## src/rtl/controle_varredura_2de5.sv

```systemverilog
// Scan controller for an N-digit 2-of-5 display.
// One shared decoder is time-multiplexed across the digits, with a dark gap between them.
module controle_varredura_2de5 #(
  parameter int N_DIG = 4,
  parameter int DIV   = 1000,
  parameter int DEAD  = 2,
  localparam int AW   = (N_DIG > 1) ? $clog2(N_DIG) : 1
) (
  input  logic             clk,
  input  logic             rst,
  input  logic             en,
  input  logic             wr_en,
  input  logic [AW-1:0]    wr_addr,
  input  logic [4:0]       wr_data,
  output logic [4:0]       codigo,
  output logic [N_DIG-1:0] anodo,
  output logic             apaga,
  output logic [N_DIG-1:0] erro_dig,
  output logic             quadro
);

  localparam int CMAX = (DIV > DEAD) ? DIV : DEAD;
  localparam int CW   = $clog2(CMAX + 1);

  localparam logic [CW-1:0] DIV_L  = CW'(DIV - 1);
  localparam logic [CW-1:0] DEAD_L = CW'(DEAD - 1);
  localparam logic [AW-1:0] LAST   = AW'(N_DIG - 1);
  localparam logic [AW:0]   NLIM   = (AW + 1)'(N_DIG);

  typedef enum logic [1:0] {
    OFF,
    GUARD,
    SHOW
  } st_t;

  st_t             state, state_n;
  logic [CW-1:0]   cnt, cnt_n;
  logic [AW-1:0]   dig, dig_n, nxt;
  logic [4:0]      codigo_n;
  logic [N_DIG-1:0] anodo_n;
  logic            apaga_n;
  logic            quadro_n;

  logic [4:0]      bank [N_DIG];
  logic            addr_ok;
  logic            bad;

  assign addr_ok = {1'b0, wr_addr} < NLIM;
  assign bad     = $countones(wr_data) != 2;
  assign nxt     = (dig == LAST) ? '0 : dig + AW'(1);

  // Digit register bank and its per-digit validity flags
  always_ff @(posedge clk) begin
    if (rst) begin
      for (int i = 0; i < N_DIG; i++) bank[i] <= '0;
      erro_dig <= '1;
    end else if (wr_en && addr_ok) begin
      bank[wr_addr]     <= wr_data;
      erro_dig[wr_addr] <= bad;
    end
  end

  // Scan state and registered outputs
  always_ff @(posedge clk) begin
    if (rst) begin
      state  <= OFF;
      cnt    <= '0;
      dig    <= '0;
      codigo <= '0;
      anodo  <= '0;
      apaga  <= 1'b1;
      quadro <= 1'b0;
    end else begin
      state  <= state_n;
      cnt    <= cnt_n;
      dig    <= dig_n;
      codigo <= codigo_n;
      anodo  <= anodo_n;
      apaga  <= apaga_n;
      quadro <= quadro_n;
    end
  end

  // Next-state logic; a digit is latched from the bank as it starts lighting
  always_comb begin
    state_n  = state;
    cnt_n    = cnt;
    dig_n    = dig;
    codigo_n = codigo;
    anodo_n  = anodo;
    apaga_n  = apaga;
    quadro_n = 1'b0;
    if (!en) begin
      state_n = OFF;
      cnt_n   = '0;
      dig_n   = '0;
      anodo_n = '0;
      apaga_n = 1'b1;
    end else begin
      unique case (1'b1)
        state == OFF: begin
          cnt_n = '0;
          dig_n = '0;
          if (DEAD == 0) begin
            codigo_n = bank[0];
            apaga_n  = erro_dig[0];
            anodo_n  = N_DIG'(1);
            state_n  = SHOW;
          end else begin
            anodo_n = '0;
            apaga_n = 1'b1;
            state_n = GUARD;
          end
        end
        state == GUARD: begin
          if (cnt == DEAD_L) begin
            cnt_n    = '0;
            codigo_n = bank[dig];
            apaga_n  = erro_dig[dig];
            anodo_n  = N_DIG'(1) << dig;
            state_n  = SHOW;
          end else begin
            cnt_n = cnt + CW'(1);
          end
        end
        state == SHOW: begin
          if (cnt == DIV_L) begin
            cnt_n    = '0;
            dig_n    = nxt;
            quadro_n = (dig == LAST);
            if (DEAD == 0) begin
              codigo_n = bank[nxt];
              apaga_n  = erro_dig[nxt];
              anodo_n  = N_DIG'(1) << nxt;
            end else begin
              anodo_n = '0;
              apaga_n = 1'b1;
              state_n = GUARD;
            end
          end else begin
            cnt_n = cnt + CW'(1);
          end
        end
        default: begin
          state_n = OFF;
          cnt_n   = '0;
          dig_n   = '0;
          anodo_n = '0;
          apaga_n = 1'b1;
        end
      endcase
    end
  end

endmodule
```

## config.mk

```make
export PLATFORM = sky130hd
export DESIGN_NAME = controle_varredura_2de5
export DESIGN_NICKNAME = d
export VERILOG_FILES = /design/src/rtl/controle_varredura_2de5.sv
export SDC_FILE = /design/constraint.sdc
export NUM_CORES = 1
export LEC_CHECK = 0
export ABC_CLOCK_PERIOD_IN_PS = 2480
export CORE_ASPECT_RATIO = 1.4
export CORE_MARGIN = 2
export CORE_UTILIZATION = 30
export DETAILED_ROUTE_END_ITERATION = 12
export RECOVER_POWER = 25
export SKIP_CTS_REPAIR_TIMING = 1
export SLEW_MARGIN = 40
export SYNTH_ARGS = -nofsm -noshare
export SYNTH_HDL_FRONTEND = slang
export SYNTH_SLANG_ARGS = --single-unit
```

## constraint.sdc

```tcl
create_clock -name clk -period 2.48 [get_ports clk]
set_clock_uncertainty 0.05 [all_clocks]
set_input_delay 0.496 -clock clk [delete_from_list [all_inputs] [get_ports clk]]
set_output_delay 0.496 -clock clk [all_outputs]
set_load 0.05 [all_outputs]
```

* Word-level counts from Yosys, hierarchy flattened
Memories as Yosys holds them, arrays and structs flattened. A register that Yosys moved wholly into a read port is not among the register bits.
Cells that the tools add are included.
** Storage, ports and cells
- Flip-flop bits (word level) :: 24
- Memory bits (writable) :: 20
- Bits of input ports :: 11
- Logic and storage cells :: 66
- Memories :: 1
** Memories
- bank :: depth 4, width 5, rd ports 1, clocked after Yosys merged registers in 1, write ports 4, RTL line 44 : logic [4:0] bank [N_DIG];
** Cells by class
- Add/subtract/negate cells :: 6
- $lt $le $gt $ge :: 3
- Eq/ne operators :: 8
- Shift-type cells :: 1
- Multiplexer cells :: 28
- Bitwise gates (word level) :: 4
- Reduce and logical (&&, ||, !) cells :: 8
** Operators with widths (number)
- two-way mux 10 bit :: 2
- one-hot mux 10 bit (2 select lines) :: 1
- adder 10 x 1 -> 10 bit, second input constant :: 1
- == test 10 x 1 -> 1 bit, second input constant :: 1
- == test 10 bit, second input constant :: 1
- two-way mux 1 bit :: 10
- two-way mux 2 bit :: 5
- two-way mux 4 bit :: 2
- one-hot mux 4 bit (2 select lines) :: 1
- less-than comparator 2 x 3 -> 1 bit, second input constant :: 2
- one-hot mux 2 bit (3 select lines) :: 1
- two-way mux 5 bit :: 1
- OR reduction 5 bit :: 1
- adder 1 x 1 -> 2 bit :: 2
- adder 3 x 1 -> 4 bit :: 1
- bitwise mux 4 bit :: 1
- == test 2 bit, second input constant :: 2
- != test 2 x 1 -> 1 bit, second input constant :: 2
- != test 4 x 2 -> 1 bit, second input constant :: 1
- inverter 1 bit :: 4
- one-hot mux 2 bit (2 select lines) :: 1
- AND reduction 2 bit :: 2
- OR reduction 4 bit :: 1
- left shift 1 x 2 -> 4 bit, first input constant :: 1
- 11 further kinds :: 11

* Logic depth before layout (Yosys ltp)
Gate-level depths: netlist (run 1).
- Word-level depth :: 5
- Gate-level depth with buffers :: 8

* Worst setup path after synthesis (run 1)
No wires, ideal clock.
- Path type :: input -> register
- Start :: input wr_data[0]
- End :: register erro_dig[1]
- Setup time :: 0.120 ns
- Data arrival time :: 2.353 ns
- Data required time :: 2.310 ns
- Setup slack :: -0.042 ns
- Stages :: 8
- Buffers on the path :: 0
- Cells stage by stage :: inv_1 > fa_1 > inv_1 > fa_1 > ha_1 > nor3b_1 > nor2_1 > a211o_1
** On the way
- Longest elaborated chain between the ends :: 5
** RTL lines
- start: declaration :: RTL line 14 : input logic [4:0] wr_data,
- adder 1 x 1 -> 2 bit (not written as such) :: RTL line 49 : assign bad = $countones(wr_data) != 2;
- adder 2 x 2 -> 3 bit (not written as such) :: RTL line 49
- adder 3 x 1 -> 4 bit (not written as such) :: RTL line 49
- != test 4 x 2 -> 1 bit :: RTL line 49
- bitwise mux 4 bit :: RTL line 59 : erro_dig[wr_addr] <= bad;
- end signal: assignment :: RTL line 56 : erro_dig <= '1;
- end signal: indexed assignment :: RTL line 59
- end: declaration :: RTL line 18 : output logic [N_DIG-1:0] erro_dig,
Every way passes these cells.
A chain may end at the register's enable or synchronous reset.

* Final worst setup path (run 1)
- Start :: input wr_data[0]
- End :: register erro_dig[2]
The elaborated chain is that of the path after synthesis.

==> results of run 1 <==
==> per-stage QoR <==
| stage | setup TNS, ns | power, mW | area [sq um] | utilization [%] | hold WS (ns) |
|---|---|---|---|---|---|
| after floorplan | 0 | 0.977 | 2290 | - | 0.384 |
| after global placement | -2.25 | 1.03 | 2680 | 36.4 | 0.400 |
| after detailed placement | -2.35 | 1.03 | 2680 | 36.4 | 0.413 |
| after CTS | -1.06 | 1.54 | 2780 | 37.7 | 0.427 |
| after global routing | 0 | 1.59 | 2810 | 38.2 | 0.439 |
| final | 0 | 1.52 | 2810 | 38.2 | 0.423 |
==> kinds of logic (layout without fill, tap and decap cells) <==
family	Yosys count	count (layout)	synth area share, %
DFF	49	49	51.6
AOI/OAI and AO/OA	18	18	6.23
and+or+nand+nor	94	94	19.3
buffers and inverters	21	54	3.50
muxes	12	12	8.53
xor gates and xnor gates	8	8	3.06
adders and majority gates	13	13	7.76
==> placed cells by master (no fill, tap or decap), drive strengths merged, types with 2 or more instances in the layout <==
| cell | count |
|---|---|
| o22ai | 4 |
| dlymetal6s2s | 3 |
| clkdlybuf4s50 | 21 |
| and2 | 2 |
| ha | 11 |
| nor2b | 2 |
| clkinv | 2 |
| xor2 | 4 |
| clkbuf | 5 |
| nor2 | 39 |
| a211o | 4 |
| o21ai | 2 |
| inv | 17 |
| mux2i | 6 |
| edfxtp | 20 |
| xnor2 | 4 |
| or3 | 2 |
| mux4 | 6 |
| nor3 | 3 |
| nand2b | 9 |
| nand4 | 3 |
| dfxtp | 29 |
| buf | 5 |
| fa | 2 |
| o211ai | 2 |
| nand2 | 20 |
| nand3b | 2 |
| nand3 | 5 |
| a21oi | 2 |
==> state kept, by name, indices dropped and copies added, names as in the netlist <==
register	flops
anodo	4
apaga	1
bank	20
cnt	10
codigo	5
dig	2
erro_dig	4
quadro	1
state	2
==> final cells by class <==
| cell class | count | area, sq um |
|---|---|---|
| Clock buffer | 5 | 68.8 |
| Clock inverter | 3 | 26.3 |
| Fill cell | 725 | 4550 |
| Inverter | 16 | 60.1 |
| Multi-Input combinational cell | 145 | 1060 |
| Sequential cell | 49 | 1180 |
| Tap cell | 97 | 121 |
| Timing Repair Buffer | 30 | 295 |
==> how the worst max path moves through the flow <==
stage | cells after the start | from | to
after detailed placement | 9 | wr_data[0] | erro_dig[0]
final | 9 | wr_data[0] | erro_dig[2]
after CTS | 9 | wr_data[0] | erro_dig[0]
after floorplan | 8 | wr_data[0] | erro_dig[1]
after global placement | 9 | wr_data[0] | erro_dig[1]
after global routing | 9 | wr_data[0] | erro_dig[2]
==> report_power, final <==
part	internal, mW	total [mW]	leakage, nW	switching (mW)
registers	0.869	0.879	0.431	0.0100
logic	0.0670	0.147	0.578	0.0798
clock network	0.206	0.498	0.0487	0.292
total	1.14	1.52	1.06	0.382
==> routing by layer <==
| layer | global-route usage (%) | part of all wire [%] | wire, um |
|---|---|---|---|
| met5 | 0 | 0 | 0 |
| met4 | 5.61 | 1.9 | 79 |
| met3 | 2.18 | 3.2 | 135 |
| met2 | 19.5 | 53 | 2240 |
| met1 | 12.5 | 42 | 1810 |
==> worst min-delay path, stage by stage, from the launching register on <==
cell and delay, ns:
dfxtp_1 0.32, nand2_1 0.05, o22ai_1 0.06
==> out/results.tsv, run 1 <==
metric	value	unit
vias in the first global route	1533	
Initial DRC Count	80	
PwrDens	543	nW/um^2
Slew @ Worst Pin	0.553	ns
final worst slack	0.151	ns
largest net degree at the start of global routing	18	
initial antenna violation count	0	
Worst setup SP type	primary input	
Hold EP	anodo[0]	
RePlAce Congestion	0.791	
slowest CP cell	fa_1	
FF-to-FF End	apaga	
Slew headroom	63.1	%
fin cells	345	
setup violators final	0	
worst-path maximum fanout	4	
number of port buffers	25	
DRC Markers	0	
Clk Latency, worst-skew pair	0.31	ns
global-route wire length before repair	7200	um
remaining antenna violation count after routing	0	
HP Class	flip-flop to flip-flop	
post-route clock period utilization	93.9	%
worst-case clock buffer depth	2	
Most used DFF post-synth	dfxtp_1	
Post-synth ARST share	0	%
status	complete, no violations	
Top Ports	26	
Avg Vias per Cell	4.59	
detailed placement HPWL	3260	um
most frequent cell after synthesis	nor2_1	
die width	77.8	um
YS warnings	0	
ant diodes	0	
Hold Crit Start	anodo[0]	
largest cells by area after synthesis	edfxtp_1 (26%), dfxtp_1 (25%), nor2_1 (6.4%)	
Synth top area share	26.2	%
CTS Sinks	49	
R2R Setup Slk	0.50	ns
total grt overflow	0	
Inst Count DP	337	
min Tclk post-route	2.33	ns
largest area contributor in the netlist	edfxtp_1	
Critical Path AT	2.48	ns
sequential fraction of the synthesis area	51.6	%
TritonCTS clock tree	yes	
Final Max Slew Viols	0	
Starting Density	31.1	%
Final Hold Fails	0	
RSZ-0062 raised after global routing	no	
cells after synthesis	215	
WP data required	2.63	ns
fmax	429	MHz
drt wl/cell	12.4	um
Final nets	271	
Syn Area/Cell	10.6	sq um
CP peak stage delay	0.52	ns
Core ar.	7360	sq um
CP top delay family	adder cells	
Mapped Area	2290	sq um
CP Buf/Inv Count	3	
DIE HEIGHT	107	um
R2R Path Start	cnt[3]	
Worst-path clk slew	0.09	ns
Max VDD drop	222	uV
# rows	37	
H-tree Lvls	2	
Crit. End Element	flip-flop	
cells along the critical path	dlymetal6s2s_1, inv_2, fa_1, inv_1, fa_2, ha_4, nor3b_4, nor2_1, a211o_1	
Post-synth EDFFs	20	
critical path class	primary input to flip-flop	
total number of vias	1583	
hold path cells	2	
GRT Util Overall	11.0	%
count of state elements after synthesis	49	
worst r2r path cells	4	
Synth top cells by count	nor2_1 (39), dfxtp_1 (29), edfxtp_1 (20), nand2_1 (20), inv_1 (16)	
max-cap violation count	0	
share of layout cells above drive strength 1	11.7	%
Yosys cell types	38	
DIE AREA	8350	sq um
Routed WL	4260	um
Lkg Pwr	1.06	nW
TritonCTS Buffers	5	
area grow syn2layout	22.7	%
first drt pass iteration count	6	
Root Buffer Master	clkbuf_8	
Post-Syn Nets	239	
setup slack at placement	-0.607	ns
Power figures use the tool's default switching activity.
==> inputs of run 2 (changes only) <==
--- a/config.mk
+++ b/config.mk
@@ -10,6 +10,7 @@
 export CORE_MARGIN = 2
 export CORE_UTILIZATION = 30
 export DETAILED_ROUTE_END_ITERATION = 12
+export HOLD_SLACK_MARGIN = 0.15
 export RECOVER_POWER = 25
 export SKIP_CTS_REPAIR_TIMING = 1
 export SLEW_MARGIN = 40
==> results of run 2 <==
Final layout, timing and power as in run 1 (identical DEF).
==> inputs of run 3 (changes only) <==
--- a/config.mk
+++ b/config.mk
@@ -7,7 +7,7 @@
 export LEC_CHECK = 0
 export ABC_CLOCK_PERIOD_IN_PS = 2480
 export CORE_ASPECT_RATIO = 1.4
-export CORE_MARGIN = 2
+export CORE_MARGIN = 5
 export CORE_UTILIZATION = 30
 export DETAILED_ROUTE_END_ITERATION = 12
 export HOLD_SLACK_MARGIN = 0.15
==> run 3 against run 2 <==
Against the previous run: global-route usage shrank 1.3 points; die area up 14%; setup slack better by 0.0095 ns.
==> out/results.tsv, run 3 (same netlist as run 1, synthesis figures left out) <==
metric	value	unit
status	complete, no violations	
Critical Path AT	2.46	ns
Internal Power	1.23	mW
Initial DRC Count	57	
initial antenna violation count	0	
H-tree Lvls	2	
RSZ-0062 raised after global routing	no	
Top Ports	26	
setup violators final	0	
Final nets	272	
Inst Count DP	338	
Routed WL	4360	um
Net Sw Power	351	uW
Worst-path clk slew	0.09	ns
remaining antenna violation count after routing	0	
area post-placement	2690	sq um
Lkg Pwr	1.07	nW
die width	83.8	um
TritonCTS clock tree	yes	
Final Max Slew Viols	0	
max-cap violation count	0	
most frequent cells in the layout	nor2_1 (39), dfxtp_1 (29), clkdlybuf4s50_1 (21)	
max reg flops	20	
HP Class	flip-flop to flip-flop	
Starting Density	30.9	%
Crit. End Element	flip-flop	
CTS Sinks	49	
Root Buffer Master	clkbuf_8	
share of layout cells above drive strength 1	10.8	%
DIE HEIGHT	113	um
Core ar.	7410	sq um
area grow syn2layout	23.1	%
PwrDens	562	nW/um^2
Slew headroom	62.5	%
total power	1.58	mW
total number of vias	1582	
Final Cell Area	2820	sq um
# rows	37	
RePlAce Congestion	0.788	
Clk pwr share	35.4	%
global-route wire length before repair	7500	um
first drt pass iteration count	4	
Slew @ Worst Pin	0.562	ns
post-route clock period utilization	93.5	%
worst-case clock buffer depth	2	
Avg Vias per Cell	4.57	
commonest non-fill, non-tap cell in the layout	nor2_1	
drt wl/cell	12.6	um
detailed placement HPWL	3420	um
Clk Latency, worst-skew pair	0.29	ns
number of port buffers	25	
min Tclk post-route	2.32	ns
Final Hold Fails	0	
WP data required	2.62	ns
Net Sw Frac	22.2	%
largest net degree at the start of global routing	16	
fin cells	346	
ant diodes	0	
total grt overflow	0	
Gate power share	9.0	%
Fin Hold WS	0.421	ns
Worst setup SP type	primary input	
register share of total power	55.6	%
vias in the first global route	1580	
fmax	431	MHz
most flop-heavy register	bank	
worst-path maximum fanout	4	
TritonCTS Buffers	5	
Max VDD drop	344	uV
critical path class	primary input to flip-flop	
DRC Markers	0	
GRT Util Overall	9.77	%
Largest regs	bank (20), cnt (10), codigo (5)	
DIE AREA	9500	sq um
## run 3: cell count changes in the layout (fill, tap and decap cells not counted)
cell,previous run,this run
buf_4,5,6
bufinv_16,0,1
clkinv_1,0,1
clkinv_4,2,0
clkinvlp_4,0,1
ha_1,10,11
ha_4,1,0
inv_6,1,0
nor2_1,38,39
nor2_2,1,0
## run 3: path summary, 6_finish.rpt
kind | slack (ns) | startpoint | endpoint | cells past startpoint
max | 0.16 | wr_data[0] | erro_dig[3] | 9
min reg2reg | 0.42 | anodo[3] | anodo[3] | 2
max reg2reg | 0.50 | cnt[3] | apaga | 4
min | 0.42 | anodo[3] | anodo[3] | 2
## run 3: worst max-delay path, stage by stage
cell,delay [ns]
dlymetal6s2s_1,0.13
inv_2,0.05
fa_1,0.53
inv_1,0.05
fa_2,0.32
ha_1,0.29
nor3b_4,0.26
nor2_1,0.08
a211o_1,0.27
## run 3: power by group through the flow
stage               combinational [mW]  sequential, mW  clock (mW)
floorplan                       0.0707           0.906           0
global placement                 0.134           0.897           0
detailed placement               0.138           0.900           0
CTS                              0.139           0.881       0.584
global route                     0.158           0.884       0.609
finish                           0.142           0.880       0.560
## run 3: layout make-up
type | instances | area (sq um)
Timing Repair Buffer | 31 | 303
Multi-Input combinational cell | 145 | 1040
Clock buffer | 5 | 68.8
Clock inverter | 3 | 41.3
Inverter | 16 | 60.1
Sequential cell | 49 | 1180
Fill cell | 773 | 4590
Tap cell | 97 | 121
## run 3: metal layers
layer | GRT usage (%) | wire length [um] | share of wire, % | vias to the layer above
li1 | - | - | - | 801
met1 | 10.6 | 1700 | 39 | 758
met2 | 18.6 | 2490 | 57 | 21
met3 | 1.75 | 104 | 2.4 | 2
met4 | 3.54 | 59 | 1.4 | 0
met5 | 0 | 0 | 0 | -
## run 3: metrics by stage
stage | TNS (ns) | util, % | setup WS, ns
finish | 0 | 38.0 | 0.160
global route | 0 | 38.0 | 0.112
CTS | -1.17 | 37.8 | -0.298
detailed placement | -2.44 | 36.3 | -0.617
global placement | -2.21 | 36.3 | -0.554
floorplan | 0 | - | 0.0763
